`config.mk`:
```
export PLATFORM = sky130hd
export DESIGN_NAME = dram_cmd_responder
export DESIGN_NICKNAME = d
export VERILOG_FILES = /design/src/rtl/dram_cmd_responder_pkg.sv /design/src/rtl/dram_bank_tracker.sv /design/src/rtl/dram_cmd_responder.sv
export SDC_FILE = /design/constraint.sdc
export NUM_CORES = 1
export LEC_CHECK = 0
export CORE_MARGIN = 5
export CORE_UTILIZATION = 30
export DETAILED_ROUTE_END_ITERATION = 8
export GPL_TIMING_DRIVEN = 1
export PLACE_DENSITY = 0.55
export SYNTH_ARGS = -nofsm -noshare
export SYNTH_HDL_FRONTEND = slang
export SYNTH_SLANG_ARGS = --single-unit
```
`constraint.sdc`:
```
create_clock -name CLK -period 21.7 [get_ports CLK]
set_input_delay 4.34 -clock CLK [delete_from_list [all_inputs] [get_ports CLK]]
set_output_delay 4.34 -clock CLK [all_outputs]
set_load 0.01 [all_outputs]
```
`src/rtl/dram_cmd_responder_pkg.sv`:
```
// Shared types and timing defaults for the DDR4 command-bus responder.
// Latency: n/a (types, constants and a pure decode function only).
// Backpressure: n/a.
// Contents: err_t, bank_state_t, dcmd_t, bus widths, timing defaults, decode_cmd().
package dram_cmd_responder_pkg;

   localparam int BANK_GROUP_BITS = 2;
   localparam int BANK_BITS       = 2;
   localparam int NUM_BG          = 2 ** BANK_GROUP_BITS;
   localparam int NUM_BA          = 2 ** BANK_BITS;
   localparam int NUM_BANKS       = NUM_BG * NUM_BA;
   localparam int ROW_W           = 15;
   localparam int COL_W           = 10;
   localparam int CNT_W           = 8;

   localparam int DEF_T_RCD   = 10;
   localparam int DEF_T_RAS   = 45;
   localparam int DEF_T_RP    = 10;
   localparam int DEF_T_RFC   = 172;
   localparam int DEF_T_RL    = 11;
   localparam int DEF_T_WL    = 11;
   localparam int DEF_T_BURST = 4;

   typedef enum logic [3:0] {
      ERR_NONE       = 4'd0,
      ERR_ILLEGAL    = 4'd1,
      ERR_BANK_BUSY  = 4'd2,
      ERR_ROW_CLOSED = 4'd3,
      ERR_TRCD       = 4'd4,
      ERR_TRAS       = 4'd5,
      ERR_TRP        = 4'd6,
      ERR_TRFC       = 4'd7,
      ERR_BURST      = 4'd8
   } err_t;

   typedef enum logic {
      B_IDLE   = 1'b0,
      B_ACTIVE = 1'b1
   } bank_state_t;

   typedef enum logic [3:0] {
      C_DESEL, C_ACT, C_MRS, C_REF, C_PRE, C_WR, C_RD, C_ZQ, C_NOP, C_ILLEGAL
   } dcmd_t;

   // c = {cs, act, ras, cas, we}. With act low the remaining bits carry row
   // address on a real bus, so they are ignored here.
   function automatic dcmd_t decode_cmd(input logic [4:0] c);
      dcmd_t d;
      d = C_ILLEGAL;
      if (c[4]) begin
         d = C_DESEL;
      end else if (!c[3]) begin
         d = C_ACT;
      end else begin
         case (c[2:0])
            3'b000:  d = C_MRS;
            3'b001:  d = C_REF;
            3'b010:  d = C_PRE;
            3'b011:  d = C_ILLEGAL;
            3'b100:  d = C_WR;
            3'b101:  d = C_RD;
            3'b110:  d = C_ZQ;
            default: d = C_NOP;
         endcase
      end
      return d;
   endfunction

endpackage

```
`src/rtl/dram_bank_tracker.sv`:
```
// One DRAM bank: open/closed state, open row, ACT age and precharge countdown.
// Latency: state updates on the edge that accepts ACT/PRE; status outputs are combinational from state.
// Backpressure: none; the parent only strobes do_act/do_pre when the matching *_ok is high.
// Ports: clk, rst (async high), do_act/do_pre strobes, act_row in;
//        active, act_ok, rw_ok, pre_ok, idle, row out.
module dram_bank_tracker
   import dram_cmd_responder_pkg::*;
#(
   parameter int T_RCD = DEF_T_RCD,
   parameter int T_RAS = DEF_T_RAS,
   parameter int T_RP  = DEF_T_RP
) (
   input  logic             clk,
   input  logic             rst,
   input  logic             do_act,
   input  logic             do_pre,
   input  logic [ROW_W-1:0] act_row,
   output logic             active,
   output logic             act_ok,
   output logic             rw_ok,
   output logic             pre_ok,
   output logic             idle,
   output logic [ROW_W-1:0] row
);

   bank_state_t state;
   logic [5:0]  age;
   logic [3:0]  pre_cnt;
   logic [6:0]  elapsed;
   logic        pre_busy;

   // A command sampled on an edge is judged against the counter value that
   // edge produces: age as if already incremented, pre_cnt as if already
   // decremented. That makes "expires on the same edge" count as expired.
   assign elapsed  = {1'b0, age} + 7'd1;
   assign pre_busy = (pre_cnt > 4'd1);

   assign active = (state == B_ACTIVE);
   assign act_ok = !active && !pre_busy;
   assign idle   = !active && !pre_busy;
   assign rw_ok  = active && (elapsed >= 7'(T_RCD));
   assign pre_ok = active && (elapsed >= 7'(T_RAS));

   always_ff @(posedge clk or posedge rst) begin
      if (rst) begin
         state   <= B_IDLE;
         row     <= '0;
         age     <= '0;
         pre_cnt <= '0;
      end else begin
         if (do_act) begin
            state <= B_ACTIVE;
            row   <= act_row;
            age   <= '0;
         end else if (do_pre) begin
            state <= B_IDLE;
         end else if (active && (age < 6'(T_RAS))) begin
            age <= age + 6'd1;
         end

         if (do_pre) begin
            pre_cnt <= 4'(T_RP);
         end else if (pre_cnt != 4'd0) begin
            pre_cnt <= pre_cnt - 4'd1;
         end
      end
   end

endmodule

```
`src/rtl/dram_cmd_responder.sv`:
```
// Device-side DDR4 command responder: decode, per-bank timing checks, refresh, rd/wr beat windows.
// Latency: errors one cycle after the command edge; first beat T_RL (rd) / T_WL (wr) cycles after acceptance.
// Backpressure: none; one command per cycle, illegal or mistimed commands are dropped with err_valid/err_code.
// Ports: CLK, RST (async high); cmd/bg/ba/row/col in; rd_valid, wr_ready, beat, burst_bank,
//        burst_row, burst_col, refreshing, err_valid, err_code out.
module dram_cmd_responder
   import dram_cmd_responder_pkg::*;
#(
   parameter int T_RCD   = DEF_T_RCD,
   parameter int T_RAS   = DEF_T_RAS,
   parameter int T_RP    = DEF_T_RP,
   parameter int T_RFC   = DEF_T_RFC,
   parameter int T_RL    = DEF_T_RL,
   parameter int T_WL    = DEF_T_WL,
   parameter int T_BURST = DEF_T_BURST
) (
   input  logic             CLK,
   input  logic             RST,
   input  logic [4:0]       cmd,
   input  logic [1:0]       bg,
   input  logic [1:0]       ba,
   input  logic [ROW_W-1:0] row,
   input  logic [COL_W-1:0] col,
   output logic             rd_valid,
   output logic             wr_ready,
   output logic [1:0]       beat,
   output logic [3:0]       burst_bank,
   output logic [ROW_W-1:0] burst_row,
   output logic [COL_W-1:0] burst_col,
   output logic             refreshing,
   output logic             err_valid,
   output logic [3:0]       err_code
);

   dcmd_t      dcmd;
   logic [3:0] sel;

   logic [NUM_BANKS-1:0] bank_active;
   logic [NUM_BANKS-1:0] bank_act_ok;
   logic [NUM_BANKS-1:0] bank_rw_ok;
   logic [NUM_BANKS-1:0] bank_pre_ok;
   logic [NUM_BANKS-1:0] bank_idle;
   logic [ROW_W-1:0]     bank_row [NUM_BANKS];

   logic [CNT_W-1:0] rfc_cnt;
   logic [CNT_W-1:0] bst_cnt;
   logic             bst_is_rd;
   logic [3:0]       bst_bank;
   logic [ROW_W-1:0] bst_row;
   logic [COL_W-1:0] bst_col;
   err_t             err_q;

   logic rfc_busy, burst_pend, all_idle, in_window, bst_live;
   logic acc_act, acc_pre, acc_ref, acc_rd, acc_wr;
   err_t err_next;

   assign dcmd = decode_cmd(cmd);
   assign sel  = {bg, ba};

   // Same-edge expiry rule as the bank trackers: a count of 1 ends on this
   // edge, so it no longer blocks the command sampled here.
   assign rfc_busy   = (rfc_cnt > 8'd1);
   assign burst_pend = (bst_cnt > 8'd1);
   assign all_idle   = &bank_idle;

   for (genvar i = 0; i < NUM_BANKS; i++) begin : g_bank
      dram_bank_tracker #(
         .T_RCD (T_RCD),
         .T_RAS (T_RAS),
         .T_RP  (T_RP)
      ) u_trk (
         .clk     (CLK),
         .rst     (RST),
         .do_act  (acc_act && (sel == 4'(i))),
         .do_pre  (acc_pre && (sel == 4'(i))),
         .act_row (row),
         .active  (bank_active[i]),
         .act_ok  (bank_act_ok[i]),
         .rw_ok   (bank_rw_ok[i]),
         .pre_ok  (bank_pre_ok[i]),
         .idle    (bank_idle[i]),
         .row     (bank_row[i])
      );
   end

   // Exactly one outcome per command: either accepted or one error code.
   always_comb begin
      err_next = ERR_NONE;
      acc_act  = 1'b0;
      acc_pre  = 1'b0;
      acc_ref  = 1'b0;
      acc_rd   = 1'b0;
      acc_wr   = 1'b0;
      if (rfc_busy && (dcmd != C_DESEL) && (dcmd != C_NOP)) begin
         err_next = ERR_TRFC;
      end else begin
         case (dcmd)
            C_ACT: begin
               if (bank_act_ok[sel])      acc_act  = 1'b1;
               else if (bank_active[sel]) err_next = ERR_BANK_BUSY;
               else                       err_next = ERR_TRP;
            end
            C_RD, C_WR: begin
               if (!bank_active[sel])     err_next = ERR_ROW_CLOSED;
               else if (!bank_rw_ok[sel]) err_next = ERR_TRCD;
               else if (burst_pend)       err_next = ERR_BURST;
               else begin
                  acc_rd = (dcmd == C_RD);
                  acc_wr = (dcmd == C_WR);
               end
            end
            C_PRE: begin
               // Closing the row under an in-flight burst would orphan its data.
               if (burst_pend && (bst_bank == sel)) err_next = ERR_BANK_BUSY;
               else if (bank_pre_ok[sel])           acc_pre  = 1'b1;
               else if (bank_active[sel])           err_next = ERR_TRAS;
            end
            C_REF: begin
               if (all_idle && !burst_pend) acc_ref  = 1'b1;
               else                         err_next = ERR_BANK_BUSY;
            end
            C_MRS, C_ZQ: begin
               if (!all_idle) err_next = ERR_BANK_BUSY;
            end
            C_ILLEGAL: err_next = ERR_ILLEGAL;
            default: ;
         endcase
      end
   end

   // bst_cnt is loaded with latency + burst - 1 and counts to zero; the last
   // T_BURST counts form the beat window, so rd and wr share one counter.
   always_ff @(posedge CLK or posedge RST) begin
      if (RST) begin
         rfc_cnt   <= '0;
         bst_cnt   <= '0;
         bst_is_rd <= 1'b0;
         bst_bank  <= '0;
         bst_row   <= '0;
         bst_col   <= '0;
         err_valid <= 1'b0;
         err_q     <= ERR_NONE;
      end else begin
         err_valid <= (err_next != ERR_NONE);
         err_q     <= err_next;

         if (acc_ref)               rfc_cnt <= 8'(T_RFC);
         else if (rfc_cnt != 8'd0)  rfc_cnt <= rfc_cnt - 8'd1;

         if (acc_rd || acc_wr) begin
            bst_cnt   <= acc_rd ? 8'(T_RL + T_BURST - 1) : 8'(T_WL + T_BURST - 1);
            bst_is_rd <= acc_rd;
            bst_bank  <= sel;
            bst_row   <= bank_row[sel];
            bst_col   <= col;
         end else if (bst_cnt != 8'd0) begin
            bst_cnt <= bst_cnt - 8'd1;
         end
      end
   end

   assign bst_live   = (bst_cnt != 8'd0);
   assign in_window  = bst_live && (bst_cnt <= 8'(T_BURST));
   assign rd_valid   = in_window && bst_is_rd;
   assign wr_ready   = in_window && !bst_is_rd;
   assign beat       = in_window ? 2'(8'(T_BURST) - bst_cnt) : 2'd0;
   assign burst_bank = bst_live ? bst_bank : 4'd0;
   assign burst_row  = bst_live ? bst_row : '0;
   assign burst_col  = bst_live ? bst_col : '0;
   assign refreshing = (rfc_cnt != 8'd0);
   assign err_code   = err_q;

endmodule

```
==> results of run 1 <==
flip-flops by register name (all words and copies together) (netlist names), 4 cells and up:
signal	flops
g_bank.u_trk.active	16
bst_bank	4
g_bank.u_trk.row	240
g_bank.u_trk.pre_cnt	64
rfc_cnt	8
bst_cnt	8
g_bank.u_trk.age	96
bst_col	10
bst_row	15
err_code	4
placed cells by master (no fill, tap or decap), types with 13 or more instances in the layout:
cell type and count:
sky130_fd_sc_hd__xnor2_1 41, sky130_fd_sc_hd__clkinv_2 16, sky130_fd_sc_hd__clkdlybuf4s50_1 70, sky130_fd_sc_hd__nor2b_1 14
sky130_fd_sc_hd__nor3_1 54, sky130_fd_sc_hd__and2_1 47, sky130_fd_sc_hd__nor4_1 26, sky130_fd_sc_hd__clkbuf_16 52
sky130_fd_sc_hd__dfrtp_1 467, sky130_fd_sc_hd__or2_2 13, sky130_fd_sc_hd__mux2_2 278, sky130_fd_sc_hd__mux2i_1 40
sky130_fd_sc_hd__nand3b_1 16, sky130_fd_sc_hd__a21oi_1 45, sky130_fd_sc_hd__nand3_1 83, sky130_fd_sc_hd__inv_1 101
sky130_fd_sc_hd__or3b_2 15, sky130_fd_sc_hd__ha_1 102, sky130_fd_sc_hd__o21ai_0 92, sky130_fd_sc_hd__nor3b_1 15
sky130_fd_sc_hd__or3_1 24, sky130_fd_sc_hd__nor2_1 125, sky130_fd_sc_hd__a31oi_1 17, sky130_fd_sc_hd__buf_4 35
sky130_fd_sc_hd__nand2_1 188, sky130_fd_sc_hd__a211o_1 20, sky130_fd_sc_hd__mux4_2 79, sky130_fd_sc_hd__xor2_1 34
sky130_fd_sc_hd__nand2b_1 43, sky130_fd_sc_hd__o211ai_1 24
stage by stage:
stage / hold slack (ps) / power [W] / area [um^2]
floorplan: 472 / 0.00147 / 25900
global placement: 480 / 0.00158 / 27900
detailed placement: 488 / 0.00162 / 27900
CTS: 502 / 0.00254 / 29600
global route: 518 / 0.00266 / 29600
finish: 497 / 0.00251 / 29600
routing by layer:
metal	wire length, um	part of all wire [%]	track usage, %
met1	30100	44	19.0
met2	33300	49	25.1
met3	3080	4.5	2.60
met4	1970	2.9	4.29
met5	12	0.018	0
power by group through the flow:
stage / clock, W / combinational [W] / sequential [W]
6_report: 0.000909 / 0.000538 / 0.00106
5_1_grt: 0.000971 / 0.000612 / 0.00108
4_1_cts: 0.000936 / 0.000544 / 0.00106
3_5_place_dp: 0 / 0.000541 / 0.00108
3_3_place_gp: 0 / 0.000512 / 0.00107
2_1_floorplan: 0 / 0.000422 / 0.00105
path summary, 6_finish.rpt:
check / from / to / slack, ps
worst min register to register: bst_col[3]$_DFFE_PP0P_ / bst_col[3]$_DFFE_PP0P_ / 500
worst max-delay path: ba[1] / g_bank[12].u_trk.row[9]$_DFFE_PP0P_ / 13340
worst max register to register: g_bank[10].u_trk.pre_cnt[0]$_DFFE_PP0P_ / g_bank[12].u_trk.row[9]$_DFFE_PP0P_ / 16780
worst min-delay path: bst_col[3]$_DFFE_PP0P_ / bst_col[3]$_DFFE_PP0P_ / 500
min in group asynchronous: RST / bst_row[4]$_DFFE_PP0P_ / 4320
max in group asynchronous: RST / g_bank[6].u_trk.age[1]$_DFFE_PP0P_ / 14010
kinds of logic (layout without fill, tap and decap cells):
logic type	Yosys count	count (layout)	share of synthesized area, %
buf+inv	215	302	3.41
xor+xnor	75	75	2.54
fa+ha+maj	102	102	4.93
flops	467	467	45.1
compound gates	323	323	8.89
mux	397	397	20.5
simple gates	725	725	14.6
worst max-delay path, stage by stage:
cell                        delay [ps]
sky130_fd_sc_hd__buf_4             210
sky130_fd_sc_hd__buf_4             520
sky130_fd_sc_hd__inv_1             120
sky130_fd_sc_hd__nand2_1           420
sky130_fd_sc_hd__o32a_1            230
sky130_fd_sc_hd__o2111ai_2         410
sky130_fd_sc_hd__nor3_4            920
sky130_fd_sc_hd__nand2_1          1020
sky130_fd_sc_hd__mux2_2            590
layout make-up:
type	instances	area, um^2	area share [%]
clock buffers	63	1400	4.74
clock inverters	30	357	1.20
inverters	102	390	1.32
multi-input cells	1622	13400	45.2
flip-flops and latches	467	11700	39.5
well taps	1144	1430	4.83
repair buffers	107	973	3.29
==> impl_results.html, run 1 <==
<table>
<tr><th>Metric</th><th>Value</th></tr>
<tr><th colspan="2">Outcome</th></tr>
<tr><td>Result of the run</td><td>finished, final reports clean</td></tr>
<tr><th colspan="2">Pwr</th></tr>
<tr><td>Worst vdd ir</td><td>0.0535 mV</td></tr>
<tr><td>Switching Share</td><td>31.1%</td></tr>
<tr><td>Combinational group share of total power</td><td>21.4%</td></tr>
<tr><td>P_int</td><td>0.00173 W</td></tr>
<tr><td>Power density relative to cell area</td><td>84.7 nW/um^2</td></tr>
<tr><td>Leakage power figure</td><td>13.3 nW</td></tr>
<tr><td>Portion of total power attributed to the clock network</td><td>36.2%</td></tr>
<tr><td>Relative contribution of sequential cells to total power</td><td>42.3%</td></tr>
<tr><td>Net Sw Power</td><td>0.000779 W</td></tr>
<tr><th colspan="2">Logic synthesis</th></tr>
<tr><td>Number of different library cells in the post-synthesis netlist</td><td>85</td></tr>
<tr><td>Area share of the largest cell type after synthesis</td><td>45.1%</td></tr>
<tr><td>Biggest area consumer among synthesized cells</td><td>sky130_fd_sc_hd__dfrtp_1</td></tr>
<tr><td>Number of nets in the synthesized netlist</td><td>2442</td></tr>
<tr><td>Top post-synthesis cells by area</td><td>sky130_fd_sc_hd__dfrtp_1, sky130_fd_sc_hd__mux2_2, sky130_fd_sc_hd__mux4_2</td></tr>
<tr><td>Number of warning messages in the yosys log</td><td>0</td></tr>
<tr><td>Synth top cells by count</td><td>sky130_fd_sc_hd__dfrtp_1, sky130_fd_sc_hd__mux2_2, sky130_fd_sc_hd__nand2_1, sky130_fd_sc_hd__nor2_1</td></tr>
<tr><td>Top FF cell, synth</td><td>sky130_fd_sc_hd__dfrtp_1</td></tr>
<tr><td>Async S/R FF share, synth</td><td>100%</td></tr>
<tr><td>Syn Std Cell Area</td><td>25900 um^2</td></tr>
<tr><td>Dominant cell by count in the synthesized netlist</td><td>sky130_fd_sc_hd__dfrtp_1</td></tr>
<tr><td>Number of register bits inferred by synthesis</td><td>467</td></tr>
<tr><td>Post-synthesis instance total</td><td>2304</td></tr>
<tr><td>Avg Synthesized Cell Area</td><td>11.2 um^2</td></tr>
<tr><td>Part of the Yosys area used for sequential elements</td><td>45.1%</td></tr>
<tr><td>EDFF count, synth</td><td>0</td></tr>
<tr><th colspan="2">Clock network</th></tr>
<tr><td>Clock sink count</td><td>467</td></tr>
<tr><td>Reg clk slew, reported paths</td><td>60 ps</td></tr>
<tr><td>Number of buffers inserted by post-CTS setup repair</td><td>0</td></tr>
<tr><td>H-tree levels</td><td>2</td></tr>
<tr><td>Clock buffers created by TritonCTS</td><td>51</td></tr>
<tr><td>Max Root-Sink Buffers</td><td>3</td></tr>
<tr><td>TritonCTS clock tree</td><td>done</td></tr>
<tr><td>Clock root buffer master</td><td>sky130_fd_sc_hd__clkbuf_16</td></tr>
<tr><td>Latest clock arrival within the worst-skew pair</td><td>610 ps</td></tr>
<tr><td>Cts hold-fix bufs</td><td>0</td></tr>
<tr><td>Number of instances resized during post-cts repair</td><td>0</td></tr>
<tr><th colspan="2">Cells and area</th></tr>
<tr><td># diodes</td><td>0</td></tr>
<tr><td>Total Nets Final</td><td>2489</td></tr>
<tr><td>Count of filler cells inserted in the layout</td><td>8482</td></tr>
<tr><td>Share of post-route cells with drive strength above 1</td><td>22.5%</td></tr>
<tr><td>Core occupancy in the finished layout</td><td>34.7%</td></tr>
<tr><td>Non-filler cells in the finished layout</td><td>3535</td></tr>
<tr><td>Area growth from synthesis to layout</td><td>14.3%</td></tr>
<tr><th colspan="2">Routing</th></tr>
<tr><td>Via total after detailed routing</td><td>18417</td></tr>
<tr><td>Number of nets with antenna violations after detailed routing</td><td>0</td></tr>
<tr><td>Drc violations</td><td>0</td></tr>
<tr><td>DRC violation total after the first TritonRoute iteration</td><td>1106</td></tr>
<tr><td>Number of vias per cell after detailed routing</td><td>5.21</td></tr>
<tr><td>Routed wire length per instance</td><td>19.4 um</td></tr>
<tr><td>First-pass detailed-route iteration total</td><td>5</td></tr>
<tr><td>Total routed wirelength</td><td>68500 um</td></tr>
<tr><th colspan="2">Die</th></tr>
<tr><td>Starting density of the core</td><td>30.3%</td></tr>
<tr><td>Placeable core region</td><td>85400 um^2</td></tr>
<tr><td>Die width</td><td>304 um</td></tr>
<tr><td>Overall die height</td><td>304 um</td></tr>
<tr><td>Number of placed I/O pins</td><td>75</td></tr>
<tr><td>Cell row count</td><td>107</td></tr>
<tr><td>DIE AREA</td><td>92300 um^2</td></tr>
<tr><th colspan="2">Global route</th></tr>
<tr><td>Antenna violations before repair</td><td>2</td></tr>
<tr><td>Pin count of the biggest net entering global routing</td><td>94</td></tr>
<tr><td>Global-route congestion overflow total</td><td>0</td></tr>
<tr><td>Total global-route track usage</td><td>14.6%</td></tr>
<tr><td>Vias in the first global route</td><td>19336</td></tr>
<tr><td>First-pass GRT wire length</td><td>110000 um</td></tr>
<tr><th colspan="2">STA</th></tr>
<tr><td>Worst clock skew</td><td>30.5 ps</td></tr>
<tr><td>Least-Margin Pin Slew</td><td>1260 ps</td></tr>
<tr><td>Worst path setup slack after routing</td><td>13340 ps</td></tr>
<tr><td>Minimum clock period</td><td>8360 ps</td></tr>
<tr><td>Max Transition Viols Final</td><td>0</td></tr>
<tr><td>Final period util</td><td>38.5%</td></tr>
<tr><td>Count of endpoints failing hold in the final timing report</td><td>0</td></tr>
<tr><td>Final number of setup-violating endpoints</td><td>0</td></tr>
<tr><td>Total negative setup slack</td><td>0 ps</td></tr>
<tr><td>Setup repair after global routing missed its margin</td><td>false</td></tr>
<tr><td>Normalized max-slew margin</td><td>15.6%</td></tr>
<tr><td>Fmax achieved</td><td>120 MHz</td></tr>
<tr><th colspan="2">Placement</th></tr>
<tr><td>Estimated wirelength of the detail-placed design</td><td>46200 um</td></tr>
<tr><td>Setup slack at placement</td><td>12760 ps</td></tr>
<tr><td>DP Cell Count</td><td>3442</td></tr>
<tr><td>Quantity of I/O buffers inserted on ports</td><td>74</td></tr>
<tr><td>Gp weighted congestion</td><td>0.842</td></tr>
<tr><th colspan="2">Critical path</th></tr>
<tr><td>Arrival time at the worst endpoint</td><td>8850 ps</td></tr>
<tr><td>WS Path Type</td><td>in -&gt; reg</td></tr>
<tr><td>Data required, critical path</td><td>22190 ps</td></tr>
<tr><td>Register-to-Register Path Depth</td><td>9</td></tr>
<tr><td>Crit end category</td><td>register</td></tr>
<tr><td>CP Launch Type</td><td>primary input</td></tr>
<tr><td>CP Max Fanout</td><td>35</td></tr>
<tr><th colspan="2">Worst hold path</th></tr>
<tr><td>Number of instances on the worst hold path</td><td>1</td></tr>
<tr><td>HP Class</td><td>reg -&gt; reg</td></tr>
<tr><th colspan="2">Job</th></tr>
<tr><td>Maxcap violations</td><td>0</td></tr>
</table>
No activity file was read; power rests on OpenSTA's default activity.
==> run 2: changes to the inputs <==
- clock period: 21.7 -> 8.1 ns (I/O delays scaled with it)
==> run 2 against run 1 <==
Net effect:
- final cell count barely moved
- wire length up 0.17%
- count of clock-buffer cells in the layout grew 8
- critical path depth stayed put
- critical path type unchanged
- largest cell class unchanged
- largest power group unchanged
==> impl_results.html, run 2 (synthesized netlist as in run 1, its figures left out) <==
<table>
<tr><th>Metric</th><th>Value</th></tr>
<tr><th colspan="2">Critical path</th></tr>
<tr><td>WS Path Type</td><td>in -&gt; reg</td></tr>
<tr><td>Crit end category</td><td>register</td></tr>
<tr><td>Arrival time at the worst endpoint</td><td>5880 ps</td></tr>
<tr><td>Data required, critical path</td><td>8600 ps</td></tr>
<tr><td>CP Launch Type</td><td>primary input</td></tr>
<tr><td>CP Max Fanout</td><td>43</td></tr>
<tr><th colspan="2">Pwr</th></tr>
<tr><td>Net Sw Power</td><td>0.00211 W</td></tr>
<tr><td>Worst vdd ir</td><td>0.194 mV</td></tr>
<tr><td>Portion of total power attributed to the clock network</td><td>37.9%</td></tr>
<tr><td>P_int</td><td>0.00478 W</td></tr>
<tr><td>Combinational group share of total power</td><td>20.8%</td></tr>
<tr><td>Switching Share</td><td>30.6%</td></tr>
<tr><td>Relative contribution of sequential cells to total power</td><td>41.3%</td></tr>
<tr><td>Power density relative to cell area</td><td>232 nW/um^2</td></tr>
<tr><td>Leakage power figure</td><td>13.3 nW</td></tr>
<tr><th colspan="2">Routing</th></tr>
<tr><td>Drc violations</td><td>0</td></tr>
<tr><td>Number of nets with antenna violations after detailed routing</td><td>0</td></tr>
<tr><td>Via total after detailed routing</td><td>18350</td></tr>
<tr><td>Number of vias per cell after detailed routing</td><td>5.19</td></tr>
<tr><td>First-pass detailed-route iteration total</td><td>5</td></tr>
<tr><td>DRC violation total after the first TritonRoute iteration</td><td>1270</td></tr>
<tr><td>Routed wire length per instance</td><td>19.4 um</td></tr>
<tr><td>Total routed wirelength</td><td>68600 um</td></tr>
<tr><th colspan="2">STA</th></tr>
<tr><td>Worst clock skew</td><td>43.2 ps</td></tr>
<tr><td>Max Transition Viols Final</td><td>0</td></tr>
<tr><td>Final period util</td><td>66.3%</td></tr>
<tr><td>Setup repair after global routing missed its margin</td><td>false</td></tr>
<tr><td>Fmax achieved</td><td>186 MHz</td></tr>
<tr><td>Least-Margin Pin Slew</td><td>1310 ps</td></tr>
<tr><td>Minimum clock period</td><td>5370 ps</td></tr>
<tr><td>Worst path setup slack after routing</td><td>2730 ps</td></tr>
<tr><td>Count of endpoints failing hold in the final timing report</td><td>0</td></tr>
<tr><td>Normalized max-slew margin</td><td>12.5%</td></tr>
<tr><td>Total negative setup slack</td><td>0 ps</td></tr>
<tr><td>Final number of setup-violating endpoints</td><td>0</td></tr>
<tr><th colspan="2">Die</th></tr>
<tr><td>DIE AREA</td><td>92300 um^2</td></tr>
<tr><td>Overall die height</td><td>304 um</td></tr>
<tr><td>Placeable core region</td><td>85400 um^2</td></tr>
<tr><td>Cell row count</td><td>107</td></tr>
<tr><td>Starting density of the core</td><td>30.3%</td></tr>
<tr><td>Number of placed I/O pins</td><td>75</td></tr>
<tr><td>Die width</td><td>304 um</td></tr>
<tr><th colspan="2">Placement</th></tr>
<tr><td>Estimated wirelength of the detail-placed design</td><td>46400 um</td></tr>
<tr><td>Placed Instance Area</td><td>27800 um^2</td></tr>
<tr><td>Setup slack at placement</td><td>2140 ps</td></tr>
<tr><td>Quantity of I/O buffers inserted on ports</td><td>74</td></tr>
<tr><td>Gp weighted congestion</td><td>0.844</td></tr>
<tr><th colspan="2">Cells and area</th></tr>
<tr><td>Share of post-route cells with drive strength above 1</td><td>22.4%</td></tr>
<tr><td>Core occupancy in the finished layout</td><td>34.8%</td></tr>
<tr><td>Highest-count cells in the layout ignoring fill and taps</td><td>sky130_fd_sc_hd__dfrtp_1, sky130_fd_sc_hd__mux2_2, sky130_fd_sc_hd__nand2_1</td></tr>
<tr><td>Area used by sequential logic in the layout</td><td>11700 um^2</td></tr>
<tr><td>Largest register by flop count</td><td>g_bank.u_trk.row</td></tr>
<tr><td># diodes</td><td>0</td></tr>
<tr><td>Area growth from synthesis to layout</td><td>14.8%</td></tr>
<tr><td>Leading registers by flop count</td><td>g_bank.u_trk.row (240), g_bank.u_trk.age (96), g_bank.u_trk.pre_cnt (64)</td></tr>
<tr><td>Most common library cell in the layout ignoring fill and taps</td><td>sky130_fd_sc_hd__dfrtp_1</td></tr>
<tr><td>Flip-flop count of the largest register, all copies and words added</td><td>240</td></tr>
<tr><td>Area of the multi-input gates</td><td>13400 um^2</td></tr>
<tr><td>Total Nets Final</td><td>2483</td></tr>
<tr><td>Area of all placed cells without fillers</td><td>29700 um^2</td></tr>
<tr><td>Count of filler cells inserted in the layout</td><td>8440</td></tr>
<tr><th colspan="2">Clock network</th></tr>
<tr><td>Latest clock arrival within the worst-skew pair</td><td>640 ps</td></tr>
<tr><td>Reg clk slew, reported paths</td><td>60 ps</td></tr>
<tr><td>Clock buffers created by TritonCTS</td><td>52</td></tr>
<tr><td>Clock root buffer master</td><td>sky130_fd_sc_hd__clkbuf_16</td></tr>
<tr><td>H-tree levels</td><td>2</td></tr>
<tr><td>Number of buffers inserted by post-CTS setup repair</td><td>0</td></tr>
<tr><td>Max Root-Sink Buffers</td><td>3</td></tr>
<tr><td>TritonCTS clock tree</td><td>done</td></tr>
<tr><td>Cts hold-fix bufs</td><td>0</td></tr>
<tr><td>Number of instances resized during post-cts repair</td><td>0</td></tr>
<tr><td>Clock sink count</td><td>467</td></tr>
<tr><th colspan="2">Global route</th></tr>
<tr><td>Pin count of the biggest net entering global routing</td><td>129</td></tr>
<tr><td>Vias in the first global route</td><td>18761</td></tr>
<tr><td>Global-route congestion overflow total</td><td>0</td></tr>
<tr><td>Total global-route track usage</td><td>14.5%</td></tr>
<tr><td>First-pass GRT wire length</td><td>110000 um</td></tr>
<tr><td>Antenna violations before repair</td><td>1</td></tr>
<tr><th colspan="2">Worst hold path</th></tr>
<tr><td>HP Class</td><td>reg -&gt; reg</td></tr>
<tr><th colspan="2">Job</th></tr>
<tr><td>Maxcap violations</td><td>0</td></tr>
<tr><th colspan="2">Outcome</th></tr>
<tr><td>Result of the run</td><td>finished, final reports clean</td></tr>
</table>
## run 2: cell count changes in the layout (fill, tap and decap cells not counted), sizes merged
cell      change
bufinv        +3
inv           -2
buf           -7
clkinvlp      -1
clkbuf        +8
clkinv        -3
## run 2: cell type report
cell class | count | area share [%]
flip-flops and latches | 467 | 39.3
repair buffers | 100 | 3.14
well taps | 1144 | 4.82
inverters | 102 | 1.30
multi-input cells | 1622 | 45.0
clock buffers | 71 | 4.99
clock inverters | 27 | 1.44
## run 2: critical path, cell delays in order
cell,delay (ps)
sky130_fd_sc_hd__buf_4,290
sky130_fd_sc_hd__or4_1,610
sky130_fd_sc_hd__nor2_1,120
sky130_fd_sc_hd__a2111oi_0,90
sky130_fd_sc_hd__a2111o_1,640
sky130_fd_sc_hd__nor3_4,760
sky130_fd_sc_hd__nand3_1,900
sky130_fd_sc_hd__buf_4,500
sky130_fd_sc_hd__mux2_2,290
## run 2: through the flow
stage,instances,hold slack [ps],power [W]
2_1_floorplan,2304,472,0.00394
3_3_place_gp,3435,481,0.00423
3_5_place_dp,3435,488,0.00432
4_1_cts,3533,501,0.00696
5_1_grt,3533,508,0.00729
6_report,3533,498,0.00689
## run 2: metal layers
| metal | routed length [um] | track usage [%] |
|---|---|---|
| met1 | 30600 | 19.6 |
| met2 | 33900 | 25.1 |
| met3 | 2470 | 1.72 |
| met4 | 1560 | 3.69 |
| met5 | 0 | 0 |
## run 2: worst paths after layout
check / startpoint / to / slack (ps) / cells past startpoint
max: ba[0] / g_bank[2].u_trk.row[2]$_DFFE_PP0P_ / 2730 / 9
min: g_bank[10].u_trk.row[10]$_DFFE_PP0P_ / g_bank[10].u_trk.row[10]$_DFFE_PP0P_ / 500 / 1
max reg2reg: g_bank[10].u_trk.pre_cnt[0]$_DFFE_PP0P_ / g_bank[2].u_trk.row[2]$_DFFE_PP0P_ / 3110 / 10
min reg2reg: g_bank[10].u_trk.row[10]$_DFFE_PP0P_ / g_bank[10].u_trk.row[10]$_DFFE_PP0P_ / 500 / 1
max in group asynchronous: RST / g_bank[6].u_trk.pre_cnt[0]$_DFFE_PP0P_ / 4780 / 4
min in group asynchronous: RST / g_bank[13].u_trk.row[3]$_DFFE_PP0P_ / 1300 / 2
## run 2: power groups by stage
stage	clock network (W)	logic, W	registers, W
finish	0.00261	0.00143	0.00284
global route	0.00277	0.00163	0.00288
CTS	0.00268	0.00144	0.00284
detailed placement	0	0.00144	0.00288
global placement	0	0.00136	0.00286
floorplan	0	0.00113	0.00280
